==> config.mk <==
export PLATFORM = sky130hd
export DESIGN_NAME = crc_serial_codec
export DESIGN_NICKNAME = d
export VERILOG_FILES = /design/src/rtl/crc_serial_codec.sv
export SDC_FILE = /design/constraint.sdc
export NUM_CORES = 1
export LEC_CHECK = 0
export ABC_AREA = 1
export ABC_CLOCK_PERIOD_IN_PS = 1500
export CAP_MARGIN = 20
export CORE_ASPECT_RATIO = 1.1
export CORE_MARGIN = 2
export CORE_UTILIZATION = 48
export DETAILED_ROUTE_END_ITERATION = 8
export HOLD_SLACK_MARGIN = 0.05
export PLACE_DENSITY = 0.71
export SLEW_MARGIN = 0
export SYNTH_ARGS = -nofsm -noshare
export SYNTH_HDL_FRONTEND = slang
export SYNTH_SLANG_ARGS = --single-unit
==> constraint.sdc <==
create_clock -name clk -period 1.5 [get_ports clk]
set_input_delay 0.225 -clock clk [delete_from_list [all_inputs] [get_ports clk]]
set_output_delay 0.225 -clock clk [all_outputs]
set_load 0.1 [all_outputs]
==> src/rtl/crc_serial_codec.sv <==
// Parametrised serial CRC encoder with a valid/ready bit input and a held, back-pressured codeword output.
// Optional codeword check mode is enabled by defining CRC_CHECK_EN.
module crc_serial_codec #(
  parameter int              MSG_W = 5,
  parameter int              CRC_W = 3,
  parameter logic [CRC_W-1:0] POLY = 3'b011,
  parameter logic [CRC_W-1:0] INIT = '0
) (
  input  logic                   clk,
  input  logic                   reset,
  input  logic                   ena,
  input  logic                   clear,
  input  logic                   mode,
  input  logic                   in_valid,
  input  logic                   in_bit,
  output logic                   in_ready,
  output logic                   out_valid,
  input  logic                   out_ready,
  output logic [MSG_W+CRC_W-1:0] out_data,
  output logic                   crc_ok
);

  localparam int CNT_W = $clog2(MSG_W + CRC_W + 1);

  typedef enum logic [1:0] {IDLE, SHIFT, DONE} state_t;

  state_t           state, state_next;
  logic [CRC_W-1:0] crc, crc_next;
  logic [MSG_W-1:0] msg, msg_next;
  logic [CNT_W-1:0] count;
  logic             fb, accept, out_hs, last, mode_f;

  assign fb       = in_bit ^ crc[CRC_W-1];
  assign crc_next = (crc << 1) ^ (fb ? POLY : '0);
  assign msg_next = (msg << 1) | MSG_W'(in_bit);
  assign accept   = ena & in_valid & (state != DONE);
  assign out_hs   = ena & out_valid & out_ready;

`ifdef CRC_CHECK_EN
  logic mode_q;
  // mode is live only on the frame's first bit; afterwards the latched copy rules
  assign mode_f = (state == IDLE) ? mode : mode_q;
  assign last   = mode_f ? (count == CNT_W'(MSG_W + CRC_W - 1))
                         : (count == CNT_W'(MSG_W - 1));

  always_ff @(posedge clk or posedge reset) begin
    if (reset)
      mode_q <= 1'b0;
    else if (ena && !clear && accept && state == IDLE)
      mode_q <= mode;
  end
`else
  logic unused_mode;
  assign unused_mode = mode;
  assign mode_f      = 1'b0;
  assign last        = (count == CNT_W'(MSG_W - 1));
`endif

  always_ff @(posedge clk or posedge reset) begin
    if (reset)
      state <= IDLE;
    else if (ena)
      state <= state_next;
  end

  always_comb begin
    state_next = state;
    if (clear) begin
      state_next = IDLE;
    end else begin
      unique case (state)
        IDLE:    if (accept) state_next = last ? DONE : SHIFT;
        SHIFT:   if (accept && last) state_next = DONE;
        DONE:    if (out_hs) state_next = IDLE;
        default: state_next = IDLE;
      endcase
    end
  end

  always_comb begin
    in_ready = (state != DONE);
  end

  always_ff @(posedge clk or posedge reset) begin
    if (reset) begin
      crc       <= INIT;
      msg       <= '0;
      count     <= '0;
      out_valid <= 1'b0;
      out_data  <= '0;
      crc_ok    <= 1'b0;
    end else if (ena) begin
      if (clear || out_hs) begin
        crc       <= INIT;
        msg       <= '0;
        count     <= '0;
        out_valid <= 1'b0;
        out_data  <= '0;
        crc_ok    <= 1'b0;
      end else if (accept) begin
        crc   <= crc_next;
        count <= count + CNT_W'(1);
        if (!mode_f)
          msg <= msg_next;
        // final bit: register the codeword from the next-state values directly
        if (last) begin
          out_valid <= 1'b1;
          out_data  <= mode_f ? {{MSG_W{1'b0}}, crc_next} : {msg_next, crc_next};
          crc_ok    <= mode_f & (crc_next == '0);
        end
      end
    end
  end

endmodule

==> flow_summary.yaml <==
timing:
  fmax_mhz: 703
  finalSetupViolations: 0
  min_period_over_period: 0.949
  fin_worst_skew_ps: 6.21
  finalHoldViolCount: 0
  min_period_ps: 1420
  fin_ws_ps: 76.6
  fin_setup_tns_ps: 0
  maxSlewViolCount: 0
synth:
  ys_types: 23
  ys_ff_latch: 22
  syn_avg_cell_area_um2: 8.57
  yosysMostFrequentCell: "nand2_1"
  ys_seq_area_frac: 0.510
  ys_warn_count: 0
  synth_edf_count: 0
  yosys.area.top_type: "dfrtp_1"
  synth_area_leaders: "dfrtp_1 51%, nand2_1 11%, nand3_1 7.4%, inv_1 5.2%, nand2_4 3.1%"
  synth.top_cell.area_share: 0.510
  synthTopCellsByCount: "33 x nand2_1, 22 x dfrtp_1, 16 x nand3_1"
  netlist_area_um2: 1080
  synth_nets: 136
  async_flop_share: 1.00
  syn_inst: 126
  synth-main-ff-cell: "dfrtp_1"
setup_path:
  rr_endpoint: "state[1]"
  arrival_ps: 1670
  cp_top_family: "flip-flops"
  startpoint_type: "register"
  crit_path_end_kind: "register"
  worst-path-stages: 9
  reg2reg_depth: 9
  endpoint: "state[1]"
  worstPathMaxFanout: 3
  cp_num_buf_inv: 3
  crit_path_top_delay_cell: "dfrtp_1"
  cp_data_required_time_ps: 1750
  reg2reg_slack_ps: 80
  path_cells: "inv_2 -> ha_4 -> nand2_2 -> nor2_4 -> buf_6 -> inv_1 -> a21oi_1 -> nand3_1 -> nand2_1"
  r2r_start: "count[0]"
  cpPeakStageDelay_ps: 430
  crit_start: "count[0]"
  worst-setup-path-type: "reg -> reg"
layout:
  fin_nets: 164
  final_util: 0.703
  fill_cells: 175
  final_cell_area_um2: 1540
  layout-drive-gt1-share: 0.275
  antennaDiodeCount: 0
  area_growth_syn_to_layout_pct: 42.3
floorplanning:
  die_x_um: 49.2
  die_h_um: 53.7
  rows: 18
  start_util: 0.494
  core_area_um2: 2180
  design.die.area_um2: 2650
  pin_count: 19
place:
  port_buffers: 16
  hpwlAfterDp_um: 1690
  gp_congestion: 0.854
  post_dp_cell_area_um2: 1420
  dp_slack_ps: -24.6
clocking:
  insertion_delay_ps: 310
  cts_tree: "done"
  cts.root.buffer_cell: "clkbuf_4"
  htreeDepth: 1
  cts.sinks: 22
  numCtsBuffers: 3
  clockBufferDepth: 2
  clk_pin_slew_ps: 130
global_route:
  use_met2: 0.340
  grt_busiest_layer: "met2"
  use_met3: 0.0194
  track_usage: 0.195
  antenna_found_initial: 0
  grt_overflow: 0
  grt_pass1_wl_um: 3860
  use_met1: 0.246
  grt_max_degree: 23
  grt_pass1_vias: 892
routing:
  first_pass_iters: 4
  post_drt_wl_per_cell_um: 13.3
  drc_errors: 0
  wirelength_um: 2440
  drt_iter0_markers: 25
  dr_total_vias: 954
  drtAntennaViolNets: 0
  routed_via_density: 5.21
min_path:
  hold_class: "in -> async"
power_and_ir_drop:
  pwr_density_cell_nw_per_um2: 1170
  power.leakage_nw: 0.754
  vdd_drop_max_mv: 0.990
  p_int_w: 0.00114
  clockPowerShare: 0.250
  switching_share: 0.365
  combPwrFrac: 0.353
  p_sw_w: 0.000658
  p_seq_frac: 0.397
flow_run:
  drv_cap: 0
run_status:
  outcome: "finished, final reports clean"
==> tightest hold or removal path, stage by stage <==
cell             delay, ps
clkdlybuf4s50_1        390
inv_1                   50
buf_4                  280
==> worst min-delay path by stage <==
stage               startpoint     endpoint  depth (start not counted)
global route             reset  out_data[6]                          3
detailed placement    state[0]     state[0]                          2
CTS                      reset  out_data[7]                          3
floorplan                reset     count[0]                          1
finish                   reset       msg[3]                          3
global placement      state[0]     state[0]                          2
==> power by group through the flow <==
stage	Clock (W)	Combinational, W	Sequential [W]
after floorplan	0	0.000321	0.000789
after global placement	0	0.000563	0.000720
after detailed placement	0	0.000584	0.000724
after CTS	0.000463	0.000588	0.000713
after global routing	0.000489	0.000686	0.000725
final	0.000451	0.000635	0.000715
==> state kept, by name (all words and copies together) (netlist names) <==
name / flops
crc: 3
count: 4
out_valid: 1
msg: 4
out_data: 8
state: 2
==> cells in the final DEF (no fill, tap or decap), types with 2 or more instances in the layout <==
| cell type | n |
|---|---|
| buf_12 | 11 |
| inv_1 | 13 |
| nor2_1 | 7 |
| nand2_1 | 32 |
| clkdlybuf4s50_1 | 6 |
| o21ai_1 | 4 |
| inv_2 | 3 |
| o22ai_1 | 2 |
| buf_4 | 5 |
| o21ai_0 | 5 |
| nand2_4 | 4 |
| nand3_1 | 15 |
| nand2_2 | 4 |
| dfrtp_1 | 21 |
| clkbuf_4 | 3 |
==> routing by layer <==
metal,up-vias,share of wire
met5,-,0
met4,0,0.017
met3,6,0.037
met2,35,0.54
met1,461,0.41
li1,452,-
==> cell families (layout without fill, tap and decap cells) <==
family | after synthesis | count (layout) | synth area share
adder cells (fa/ha/maj) | 2 | 2 | 0.0232
buffers and inverters | 19 | 46 | 0.0707
flip-flops | 22 | 22 | 0.510
AO/OA/AOI/OAI | 13 | 13 | 0.0660
other | 1 | 1 | 0.00347
AND/OR/NAND/NOR | 67 | 67 | 0.311
XOR/XNOR | 2 | 2 | 0.0162
==> per-stage QoR <==
step	power [W]	hold WS [ps]	std cells
after global routing	0.00190	241	183
after CTS	0.00176	235	180
after global placement	0.00128	483	176
after detailed placement	0.00131	493	176
final	0.00180	237	183
after floorplan	0.00111	214	126
==> area by class of cell <==
class	instances	area (um2)	area share
Sequential cell	22	552	0.359
Multi-Input combinational cell	85	485	0.316
Timing Repair Buffer	23	329	0.214
Inverter	18	73.8	0.0480
Tap cell	30	37.5	0.0244
Clock inverter	1	30.0	0.0195
Clock buffer	3	22.5	0.0147
Timing Repair inverter	1	6.26	0.00407
==> what timing repair did <==
action	in CTS	in global routing
setup buffers	0	3
gates resized for setup	0	12
endpoints found under the hold margin	0	0
hold buffers	0	0
endpoints found under the setup margin	0	11
Note: power is estimated with default switching activity, not from simulation.
